**src/rtl/bin_maxpool2x2.sv**
```systemverilog
// 2x2 stride-2 OR pooling of binary feature maps, SRAM to SRAM.
// Walks header-delimited images until an invalid header, one pooled row per three cycles.
module bin_maxpool2x2 #(
    parameter int ADDR_W = 12,
    parameter int DATA_W = 16
) (
    input  logic              clk,
    input  logic              reset_b,
    input  logic              dut_run,
    output logic              dut_busy,
    output logic [ADDR_W-1:0] dut_sram_read_address,
    input  logic [DATA_W-1:0] sram_dut_read_data,
    output logic [ADDR_W-1:0] dut_sram_write_address,
    output logic [DATA_W-1:0] dut_sram_write_data,
    output logic              dut_sram_write_enable
);

    typedef enum logic [2:0] {
        S_IDLE,
        S_FETCH,
        S_DECODE,
        S_WR_HDR,
        S_RD_A,
        S_RD_B,
        S_WR_ROW,
        S_DONE
    } state_t;

    state_t            state_q, state_d;
    logic [ADDR_W-1:0] rd_ptr_q, rd_ptr_d;
    logic [ADDR_W-1:0] wr_ptr_q, wr_ptr_d;
    logic [2:0]        p_q, p_d;
    logic [2:0]        row_idx_q, row_idx_d;
    logic [DATA_W-1:0] row_a_q, row_a_d;
    logic              busy_q, busy_d;
    logic [ADDR_W-1:0] rd_addr_q, rd_addr_d;
    logic [ADDR_W-1:0] wr_addr_q, wr_addr_d;
    logic [DATA_W-1:0] wr_data_q, wr_data_d;
    logic              wr_en_q, wr_en_d;

    logic [4:0]        hdr_m;
    logic              hdr_valid;
    logic [DATA_W-1:0] pooled;

    assign hdr_m     = sram_dut_read_data[4:0];
    assign hdr_valid = (hdr_m == 5'd8) || (hdr_m == 5'd10) || (hdr_m == 5'd14);

    // Row a is held in row_a_q; row b is the word arriving from the SRAM this cycle.
    always_comb begin
        pooled = '0;
        for (int j = 0; j < DATA_W / 2; j++) begin
            if (j < int'(p_q)) begin
                pooled[j] = row_a_q[2*j] | row_a_q[2*j+1]
                          | sram_dut_read_data[2*j] | sram_dut_read_data[2*j+1];
            end
        end
    end

    always_comb begin
        // NOTE: every signal gets a default here first so no path can infer a latch.
        state_d   = state_q;
        rd_ptr_d  = rd_ptr_q;
        wr_ptr_d  = wr_ptr_q;
        p_d       = p_q;
        row_idx_d = row_idx_q;
        row_a_d   = row_a_q;
        rd_addr_d = rd_addr_q;
        wr_addr_d = wr_addr_q;
        wr_data_d = wr_data_q;
        wr_en_d   = 1'b0;

        unique case (state_q)
            S_IDLE: begin
                if (dut_run) begin
                    rd_ptr_d = '0;
                    wr_ptr_d = '0;
                    state_d  = S_FETCH;
                end
            end
            S_FETCH: state_d = S_DECODE;
            S_DECODE: begin
                if (!hdr_valid) begin
                    state_d = S_DONE;
                end else begin
                    p_d       = hdr_m[3:1];
                    rd_ptr_d  = rd_ptr_q + 1'b1;
                    row_idx_d = '0;
                    state_d   = S_WR_HDR;
                end
            end
            S_WR_HDR: begin
                wr_en_d   = 1'b1;
                wr_addr_d = wr_ptr_q;
                wr_data_d = DATA_W'(p_q);
                wr_ptr_d  = wr_ptr_q + 1'b1;
                state_d   = S_RD_A;
            end
            S_RD_A: begin
                rd_ptr_d = rd_ptr_q + 1'b1;
                state_d  = S_RD_B;
            end
            S_RD_B: begin
                row_a_d  = sram_dut_read_data;
                rd_ptr_d = rd_ptr_q + 1'b1;
                state_d  = S_WR_ROW;
            end
            S_WR_ROW: begin
                wr_en_d   = 1'b1;
                wr_addr_d = wr_ptr_q;
                wr_data_d = pooled;
                wr_ptr_d  = wr_ptr_q + 1'b1;
                if (row_idx_q == p_q - 3'd1) begin
                    state_d = S_FETCH;
                end else begin
                    row_idx_d = row_idx_q + 3'd1;
                    state_d   = S_RD_A;
                end
            end
            S_DONE: begin
                rd_ptr_d = '0;
                wr_ptr_d = '0;
                state_d  = S_IDLE;
            end
            default: state_d = S_IDLE;
        endcase

        // The read address register is loaded on entry so the state that reads sees it on the bus.
        if (state_d inside {S_FETCH, S_RD_A, S_RD_B}) begin
            rd_addr_d = rd_ptr_d;
        end
        busy_d = (state_d != S_IDLE);
    end

    always_ff @(posedge clk) begin
        // NOTE: non-blocking assignments keep every register updating from pre-edge values.
        if (reset_b) begin
            state_q   <= S_IDLE;
            rd_ptr_q  <= '0;
            wr_ptr_q  <= '0;
            p_q       <= '0;
            row_idx_q <= '0;
            row_a_q   <= '0;
            busy_q    <= 1'b0;
            rd_addr_q <= '0;
            wr_addr_q <= '0;
            wr_data_q <= '0;
            wr_en_q   <= 1'b0;
        end else begin
            state_q   <= state_d;
            rd_ptr_q  <= rd_ptr_d;
            wr_ptr_q  <= wr_ptr_d;
            p_q       <= p_d;
            row_idx_q <= row_idx_d;
            row_a_q   <= row_a_d;
            busy_q    <= busy_d;
            rd_addr_q <= rd_addr_d;
            wr_addr_q <= wr_addr_d;
            wr_data_q <= wr_data_d;
            wr_en_q   <= wr_en_d;
        end
    end

    assign dut_busy               = busy_q;
    assign dut_sram_read_address  = rd_addr_q;
    assign dut_sram_write_address = wr_addr_q;
    assign dut_sram_write_data    = wr_data_q;
    assign dut_sram_write_enable  = wr_en_q;

endmodule

```
**config.mk**
```make
export PLATFORM = sky130hd
export DESIGN_NAME = bin_maxpool2x2
export DESIGN_NICKNAME = d
export VERILOG_FILES = /design/src/rtl/bin_maxpool2x2.sv
export SDC_FILE = /design/constraint.sdc
export NUM_CORES = 1
export LEC_CHECK = 0
export CELL_PAD_IN_SITES_DETAIL_PLACEMENT = 1
export CELL_PAD_IN_SITES_GLOBAL_PLACEMENT = 1
export CORE_ASPECT_RATIO = 0.75
export CORE_MARGIN = 2
export CORE_UTILIZATION = 39
export CTS_CLUSTER_SIZE = 30
export DETAILED_ROUTE_END_ITERATION = 16
export GPL_TIMING_DRIVEN = 0
export MAX_ROUTING_LAYER = met4
export PLACE_DENSITY = 0.83
export REMOVE_ABC_BUFFERS = 1
export SLEW_MARGIN = 20
export SYNTH_ARGS = -nofsm -noshare
export SYNTH_HDL_FRONTEND = slang
export SYNTH_SLANG_ARGS = --single-unit
```
**constraint.sdc**
```tcl
create_clock -name clk -period 2.3 [get_ports clk]
set_clock_uncertainty 0.2 [all_clocks]
set_input_delay 0.23 -clock clk [delete_from_list [all_inputs] [get_ports clk]]
set_output_delay 0.23 -clock clk [all_outputs]
set_load 0.02 [all_outputs]
```
# Yosys cells after proc, flatten, opt, wreduce, memory -nomap -nowiden
# Index checks and enable logic that the tools add are counted.
# totals
reg_bits	89
word_cells	94
input_bits	19
output_inout_bits	42
# classes
n_mux	21
n_addsub	4
n_reduce_logical	13
bitwise	21
magnitude_cmp	7
n_eq_ne	17
# ops
cell	n
case mux 12 bit (4 select lines)	1
2-to-1 mux 12 bit	3
case mux 12 bit (3 select lines)	1
case mux 16 bit (2 select lines)	1
adder 12 x 1 -> 12 bit (second input constant)	2
case mux 3 bit (8 select lines)	1
OR 1 bit	21
== test 3 bit (second input constant)	6
== test 5 x 4 -> 1 bit (second input constant)	3
2-to-1 mux 3 bit	5
less-than comparator 3 bit (first input constant)	3
nonzero test 3 bit	3
2-to-1 mux 1 bit	8
== test 3 x 1 -> 1 bit (second input constant)	2
== test 3 x 2 -> 1 bit (second input constant)	2
less-than comparator 1 x 3 -> 1 bit (first input constant)	2
less-than comparator 2 x 3 -> 1 bit (first input constant)	2
!= test 2 bit (second input constant)	3
case mux 3 bit (2 select lines)	1
AND reduction 2 bit	2
nonzero test 2 bit	2
OR reduction 2 bit	2
adder 3 x 1 -> 3 bit (second input constant)	1
== test 3 bit	1
4 further kinds	5

# Longest topological paths before layout
# Gate-level depths: netlist (run 1).
# logic_depth
ltp_word	7
ltp_mapped	7
ltp_nobuf	7

# Least setup slack after synthesis (run 1)
# No wires, ideal clock.
# synth_path
kind	flip-flop to flip-flop
startpoint	register state_q[1]
endpoint	register rd_addr_q[7], in the netlist dut_sram_read_address[7]
slack_ps	282
t_required_ps	2021
setup_ps	79
path_stages_with_launch	7
arrival_time_ps	1738
path_buffers	1
period_less_slack_ps	2018
cell_sequence	dfxtp_1 -> or3b_4 -> o31a_1 -> buf_2 -> nor4_2 -> a221oi_2 -> a211oi_2
# synth_between
elab_chain_len	4
word_cells_on_any_way	16
classes_between	10 x eq/ne; 3 x mux; 3 x reduce/logical
# synth_rtl
item	line	source
start: declaration	29	state_t state_q, state_d;
start signal: assignment	149	state_q <= state_d;
== test 3 bit, or another cell as far along	72	unique case (state_q)
case mux 3 bit (8 select lines)	72	
== test 3 x 1 -> 1 bit / == test 3 bit (equally long branches)	128	if (state_d inside {S_FETCH, S_RD_A, S_RD_B}) begin
nonzero test 3 bit	128	
end signal: assignment	156	rd_addr_q <= rd_addr_d;
end: declaration	36	logic [ADDR_W-1:0] rd_addr_q, rd_addr_d;
# Several ways; a longest one is shown, not always the timed one.
# A chain may end at the register's enable or synchronous reset.

# Final worst setup path (run 1)
# layout_path
startpoint	register p_q[0]
endpoint	register row_idx_q[2]
# layout_between
elab_chain_len	4
# layout_rtl
item	line	source
start: declaration	32	logic [2:0] p_q, p_d;
start signal: assignment	152	p_q <= p_d;
subtractor 3 x 1 -> 3 bit	112	if (row_idx_q == p_q - 3'd1) begin
== test 3 bit	112	
!= test 2 bit (no line)	--	
AND reduction 3 bit (no line)	--	
end signal: assignment	153	row_idx_q <= row_idx_d;
end: declaration	33	logic [2:0] row_idx_q, row_idx_d;
# Every way passes these cells.

==> results by group, run 1 <==
Critical path
  • CP Data Arrival Time: 2.17 ns
  • Crit-path max cell delay: 0.43 ns
  • CP endpoint kind: flip-flop
  • Crit path kind: reg -> reg
  • Most used cell along the critical path: xor2_1
  • CP Cell Sequence: inv_1 -> ha_1 -> xor2_1 -> a31oi_2 -> nand2_1 -> xor2_1 -> nor3_1
  • Worst path required time: 2.29 ns
  • Worst setup SP type: flip-flop
  • Critical path's slowest cell: dfxtp_1
  • Worst-path fanout max: 5

Clock tree
  • Max Buffers Root-to-Sink: 2
  • CTS clk-pin slew, worst paths: 0.06 ns
  • CTS buffer count: 9
  • H-Tree Depth: 3
  • CTS root buf: clkbuf_16
  • Clk_lat worst skew: ~0.34 ns
  • Clock Sinks: 80
  • CTS tree: yes

Route
  • Total wire length: 9230 um
  • DRT iter0 DRCs: between 100 and 150
  • Via density: around 5.5
  • Avg WL per Cell: 16.0 um
  • Vias: 3159
  • DR DRC count: 0
  • Drt pass-1 iters: 4
  • Antenna viol nets, final: 0

Power and ir drop
  • Leakage: approximately 1.5 nW
  • Total design power: 3.46 mW
  • Logic gate share of total power: 0.131
  • Int Pwr: ~2.6 mW
  • NetSw: 869 uW
  • Pwr dens: between 700 and 800 nW/um^2
  • Clock share of power: 0.441
  • Peak supply drop: about 470 uV
  • Seq pwr share: 0.428
  • Switch share: 0.251

Synth
  • Largest cells by area after synthesis: dfxtp_1, nand2_1, a21oi_1
  • FF+latch count, synth: 80
  • Post-synth top area cell: dfxtp_1
  • Seq/Total Area, Yosys: 0.456
  • Asr flop ratio synth: 0
  • Largest family of logic cells by synthesized area: simple AND/OR/NAND/NOR gates
  • Main synth FF type: dfxtp_1
  • Adder-cell area share of the yosys netlist: 0.0178
  • Synth Area in Simple Gates: 0.246
  • Mapped cell area: 3510 um^2
  • EDFF count, synth: 0
  • Synth top area share: 0.456
  • Synth Area in XOR/XNOR: 0.0338
  • Synth Area per Inst: between 8 and 9 um^2
  • Yosys Warn Count: 0
  • Synth unique cells: 57
  • Cells after synthesis: 423
  • Compound-Gate Fraction of Synth Area: 0.187
  • Mux share of post-synthesis cell area: 0.00570

STA
  • Fin. Hold Viols: 0
  • Slew margin rel.: 0.349
  • Peak Freq: 460 MHz
  • Final min period: 2.17 ns
  • Fin crit share: 0.945
  • Setup violations, final: 0
  • Final Max Slew Viols: 0
  • Worst slew pin tran: 0.973 ns

Placed design
  • I/O Buffers: 49
  • Dpl cell area: about 4000 um^2
  • Detail Placement HPWL: 6200 um
  • Routability Congestion: between 0.7 and 0.8

Cells and area
  • Antenna cells: 0
  • NumNets Final: between 400 and 500
  • Area grow syn2layout: 25.6%
  • Proportion of layout cells with a drive suffix above 1: 0.0940
  • Fin area: 4410 um^2

Job
  • Number of max-cap violations: 0

Die
  • # rows: 29
  • Core area: 8600 um^2
  • Chip height: 86.2 um
  • Die width: between 100 and 150 um
  • Starting density of the core: 0.409
  • Total die area: 9790 um^2
  • Num ports: between 60 and 70

Global routing
  • Initial antenna violation count: 0
  • Gr ovfl total: 0
  • First-pass GRT wire length: about 16000 um
  • GR Util All Layers: 0.206
  • Vias in the first global route: 3223
  • Largest net degree at the start of global routing: between 70 and 80

Min path
  • Min-delay worst type: in -> reg

Run status
  • Run status: completed
-- synth_stat cells, types with 2 or more instances --
cell	count
dfxtp_1	80
nand2_1	71
nor2_1	48
a21oi_1	47
clkbuf_1	15
o21ai_0	12
buf_4	10
nor3_1	10
nand2b_1	8
a211oi_1	7
xor2_1	7
buf_2	6
o22ai_1	6
ha_1	5
inv_1	5
nand3_1	5
nand4_1	5
nor4_1	5
or3_1	5
a22oi_1	4
or2_2	4
or4_1	4
xnor2_1	4
a31oi_1	3
a32oi_1	3
nor2b_1	3
nor3b_1	3
o21a_1	3
a21o_1	2
and3_1	2
buf_1	2
mux2i_1	2
o2111ai_1	2
o221ai_1	2
-- per-layer routing --
layer / wire [um] / part of all wire / GRT usage / vias up
met5: 0 / 0 / - / -
met4: 74 / 0.0080 / 0.0488 / 0
met3: 409 / 0.044 / 0.0580 / 8
met2: 4560 / 0.49 / 0.339 / 69
met1: 4180 / 0.45 / 0.253 / 1537
li1: - / - / - / 1545
-- metrics by stage --
step                      hold slack (ns)  std cells  TNS [ns]  utilization  setup slack, ns
final                               0.219        576         0        0.513            0.125
after detailed placement            0.245        556    -20.28        0.467            -1.05
after floorplan                    0.0946        398    -0.657            -           -0.206
after global routing                0.257        576  -0.00922        0.513         -0.00922
after global placement              0.236        555    -57.44        0.465            -1.07
after CTS                           0.225        576         0        0.510          0.00343
-- flip-flops by register name, indices dropped and copies added, names as in the netlist --
register                cells
state_q                     3
dut_sram_write_enable       1
dut_busy                    1
dut_sram_write_data         7
p_q                         3
dut_sram_write_address     12
row_a_q                    14
rd_ptr_q                   12
wr_ptr_q                   12
dut_sram_read_address      12
row_idx_q                   3
-- final timing paths --
check	from	end	slack [ns]	cells after the start
worst min register to register	dut_sram_write_address[10]	dut_sram_write_address[10]	0.25	2
worst min-delay path	reset_b	rd_ptr_q[10]	0.22	2
worst max register to register	p_q[0]	row_idx_q[2]	0.13	7
worst max-delay path	p_q[0]	row_idx_q[2]	0.13	7
-- worst max-delay path: cells and delay by family (launching register included) --
family / cells / cell delay (ns)
adder cells (fa/ha/maj): 1 / 0.35
AO/OA/AOI/OAI: 1 / 0.24
buffers and inverters: 1 / 0.13
flip-flops: 1 / 0.43
AND/OR/NAND/NOR: 2 / 0.20
XOR/XNOR: 2 / 0.50
-- cell usage in the layout, fill, tap and decap left out, types with 3 or more instances in the layout --
cell             instances
a22oi_1                  3
nand2b_1                 8
nor4_1                   5
ha_1                     5
nand2_1                 70
nor2_1                  48
o21a_1                   3
clkbuf_16                9
o22ai_1                  6
dfxtp_1                 77
conb_1                   9
xor2_1                   7
clkdlybuf4s50_1         48
xnor2_1                  4
buf_4                    5
inv_1                    5
nor3_1                  10
nand4_1                  5
a32oi_1                  3
a211oi_1                 7
nor3b_1                  3
nand3_1                  5
a21oi_1                 46
or2_2                    4
or4_1                    4
or3_1                    5
o21ai_0                 12
-- repair_timing --
item,4_1_cts,5_1_grt
hold buffers,0,0
setup endpoints to repair,40,38
resized for setup,5,9
pin swaps,2,0
buffers inserted,4,0
-- logic make-up after synthesis --
logic type | count (synthesis)
simple gates | 182
compound gates | 103
flops | 80
buf+inv | 38
xor+xnor | 12
fa+ha+maj | 5
mux | 2
other cells | 1
-- layout make-up --
class                   instances  area, um^2
well taps                     108         135
clock buffers                  11         243
multi-input cells             313        1800
flip-flops and latches         80        1610
clock inverters                 5        80.1
fillers                      1024        4190
inverters                       5        18.8
repair buffers                 54         529
-- power by group through the flow --
stage	combinational [mW]	sequential, mW	clock, mW
floorplan	0.215	1.53	0
detailed placement	0.424	1.51	0
finish	0.452	1.48	1.53
global route	0.493	1.49	1.63
CTS	0.440	1.48	1.57
global placement	0.400	1.50	0
(Power assumes the default switching activity.)
==> run 2, diff against run 1 <==
CORE_MARGIN = 8   (was 2)
==> run 2 against run 1 <==
Die area up 26%. Non-clock buffer count up 4. Largest cell class unchanged. Highest routed layer unchanged. Count of clock-buffer cells in the layout up 2. Power down 2.3%. Critical path type is now in -> reg.
==> results by group, run 2 (synthesized netlist as in run 1, its figures left out) <==
Run status
  • Run status: completed (unchanged)

Critical path
  • Worst setup SP type: input port (was flip-flop)
  • Worst path required time: 2.37 ns (was 2.29 ns)
  • Crit Reg-Reg Endpoint: dut_sram_read_address[3] (was row_idx_q[2])
  • CP Data Arrival Time: 2.30 ns (was 2.17 ns)
  • R2r worst-path depth: 6 (was 7)
  • R2R setup slack: 0.14 ns (was 0.13 ns)
  • Crit path kind: in -> reg (was reg -> reg)
  • CP endpoint kind: flip-flop (unchanged)
  • CP Capture Point: dut_sram_read_address[6] (was row_idx_q[2])
  • Worst-path fanout max: 10 (was 5)
  • Crit path from: sram_dut_read_data[2] (was p_q[0])
  • Reg2reg start: state_q[1] (was p_q[0])

Power and ir drop
  • Int Pwr: 2.51 mW (was 2.59 mW)
  • Logic gate share of total power: 0.133 (was 0.131)
  • Peak supply drop: 510 uV (was 469 uV)
  • NetSw: 868 uW (was 869 uW)
  • Leakage: 1.53 nW (was 1.51 nW)
  • Pwr dens: 765 nW/um^2 (was 784 nW/um^2)
  • Switch share: 0.257 (was 0.251)
  • Seq pwr share: 0.438 (was 0.428)
  • Clock share of power: 0.429 (was 0.441)

Global routing
  • GR Util All Layers: 0.164 (was 0.206)
  • Largest net degree at the start of global routing: 71 (unchanged)
  • Initial antenna violation count: 0 (unchanged)
  • First-pass GRT wire length: 15900 um (was 15600 um)
  • Gr ovfl total: 0 (unchanged)
  • Vias in the first global route: 3227 (was 3223)

Die
  • # rows: 30 (was 29)
  • Die width: 126 um (was 114 um)
  • Total die area: 12300 um^2 (was 9790 um^2)
  • Starting density of the core: 0.395 (was 0.409)
  • Chip height: 98.2 um (was 86.2 um)
  • Core area: 8900 um^2 (was 8600 um^2)
  • Num ports: 61 (unchanged)

STA
  • Worst slew pin tran: 0.723 ns (was 0.973 ns)
  • Final min period: 2.23 ns (was 2.17 ns)
  • Final Max Slew Viols: 0 (unchanged)
  • Worst hold slack: 0.225 ns (was 0.219 ns)
  • Setup violations, final: 0 (unchanged)
  • Slew margin rel.: 0.518 (was 0.349)
  • Setup ws final: 0.0670 ns (was 0.125 ns)
  • Fin. Hold Viols: 0 (unchanged)
  • Peak Freq: 448 MHz (was 460 MHz)
  • Fin crit share: 0.971 (was 0.945)

Clock tree
  • Clk_lat worst skew: 0.34 ns (about the same)
  • H-Tree Depth: 3 (unchanged)
  • CTS root buf: clkbuf_16 (unchanged)
  • CTS buffer count: 9 (unchanged)
  • Clock Sinks: 80 (unchanged)
  • Cts hold-fix bufs: 0 (unchanged)
  • CTS tree: yes (unchanged)
  • Max Buffers Root-to-Sink: 2 (unchanged)
  • CTS clk-pin slew, worst paths: 0.06 ns (about the same)

Route
  • DR DRC count: 0 (unchanged)
  • Total wire length: 9670 um (was 9230 um)
  • Antenna viol nets, final: 0 (unchanged)
  • DRT iter0 DRCs: 147 (was 135)
  • Avg WL per Cell: 16.6 um (was 16.0 um)
  • Via density: 5.36 (was 5.48)
  • Drt pass-1 iters: 4 (unchanged)
  • Vias: 3131 (was 3159)

Placed design
  • DP Worst Slack: -1.05 ns (about the same)
  • Placed Cells: 561 (was 556)
  • Routability Congestion: 0.803 (was 0.766)
  • I/O Buffers: 49 (unchanged)
  • Dpl cell area: 4020 um^2 (was 4010 um^2)
  • Detail Placement HPWL: 6350 um (was 6200 um)

Cells and area
  • Commonest non-fill, non-tap cells in the layout: dfxtp_1, nand2_1, clkdlybuf4s50_1 (was dfxtp_1, nand2_1, nor2_1, clkdlybuf4s50_1, a21oi_1)
  • Commonest non-fill, non-tap cell in the layout: dfxtp_1 (unchanged)
  • Final Core Density: 0.496 (was 0.513)
  • Final Non-Filler Cells: 584 (was 576)
  • Reg with most FFs: row_a_q (unchanged)
  • Area grow syn2layout: 25.6% (unchanged)
  • Antenna cells: 0 (unchanged)
  • Max reg flops: 14 (unchanged)
  • Fin area: 4410 um^2 (unchanged)
  • NumNets Final: 491 (was 487)
  • Proportion of layout cells with a drive suffix above 1: 0.0975 (was 0.0940)

Min path
  • Hold Crit Start: reset_b (unchanged)
  • Min-delay worst type: in -> reg (unchanged)

Job
  • Number of max-cap violations: 0 (unchanged)
==> run 2: metrics by stage <==
stage                     power [mW]  TNS (ns)
after floorplan                 1.74    -0.657
after global placement          1.90    -60.02
after detailed placement        1.93    -21.40
after CTS                       3.40         0
after global routing            3.52   -0.0485
final                           3.38         0
==> run 2: worst min-delay path by stage <==
stage | endpoint | slack, ns | cells past startpoint
6_report | p_q[1] | 0.23 | 2
5_1_grt | rd_ptr_q[0] | 0.26 | 2
4_1_cts | rd_ptr_q[6] | 0.22 | 2
3_5_place_dp | dut_sram_read_address[11] | 0.25 | 2
3_3_place_gp | row_a_q[7] | 0.24 | 2
2_1_floorplan | dut_sram_read_address[7] | 0.09 | 1
==> run 2: timing repair <==
action | in CTS | in global routing
resized for setup | 5 | 8
buffers inserted | 6 | 1
endpoints found under the setup margin | 35 | 32
pin swaps | 2 | 2
==> run 2: layer usage <==
| metal | up-vias | wire (um) | GRT usage |
|---|---|---|---|
| met5 | - | 0 | - |
| met3 | 15 | 387 | 0.0506 |
| met2 | 49 | 4630 | 0.265 |
| met1 | 1510 | 4510 | 0.186 |
| li1 | 1557 | - | - |
| met4 | 0 | 146 | 0.0644 |
==> run 2: area by class of cell <==
type / count / area [um^2]
sequential: 80 / 1610
fill: 1046 / 4480
tap: 112 / 140
clock inverter: 3 / 40.0
inverter: 5 / 18.8
multi-input combinational: 313 / 1790
clock buffer: 13 / 260
timing repair buffer: 58 / 556
==> run 2: worst max-delay path, stage by stage <==
cell	delay, ns
clkdlybuf4s50_1	0.55
nor2b_1	0.57
nor3_4	0.13
buf_4	0.22
or2_2	0.29
a21o_1	0.17
o21ai_0	0.14
==> run 2: power by group through the flow <==
stage,sequential [mW],combinational [mW],clock (mW)
floorplan,1.53,0.215,0
global placement,1.50,0.399,0
detailed placement,1.51,0.423,0
CTS,1.48,0.444,1.48
global route,1.49,0.490,1.54
finish,1.48,0.451,1.45
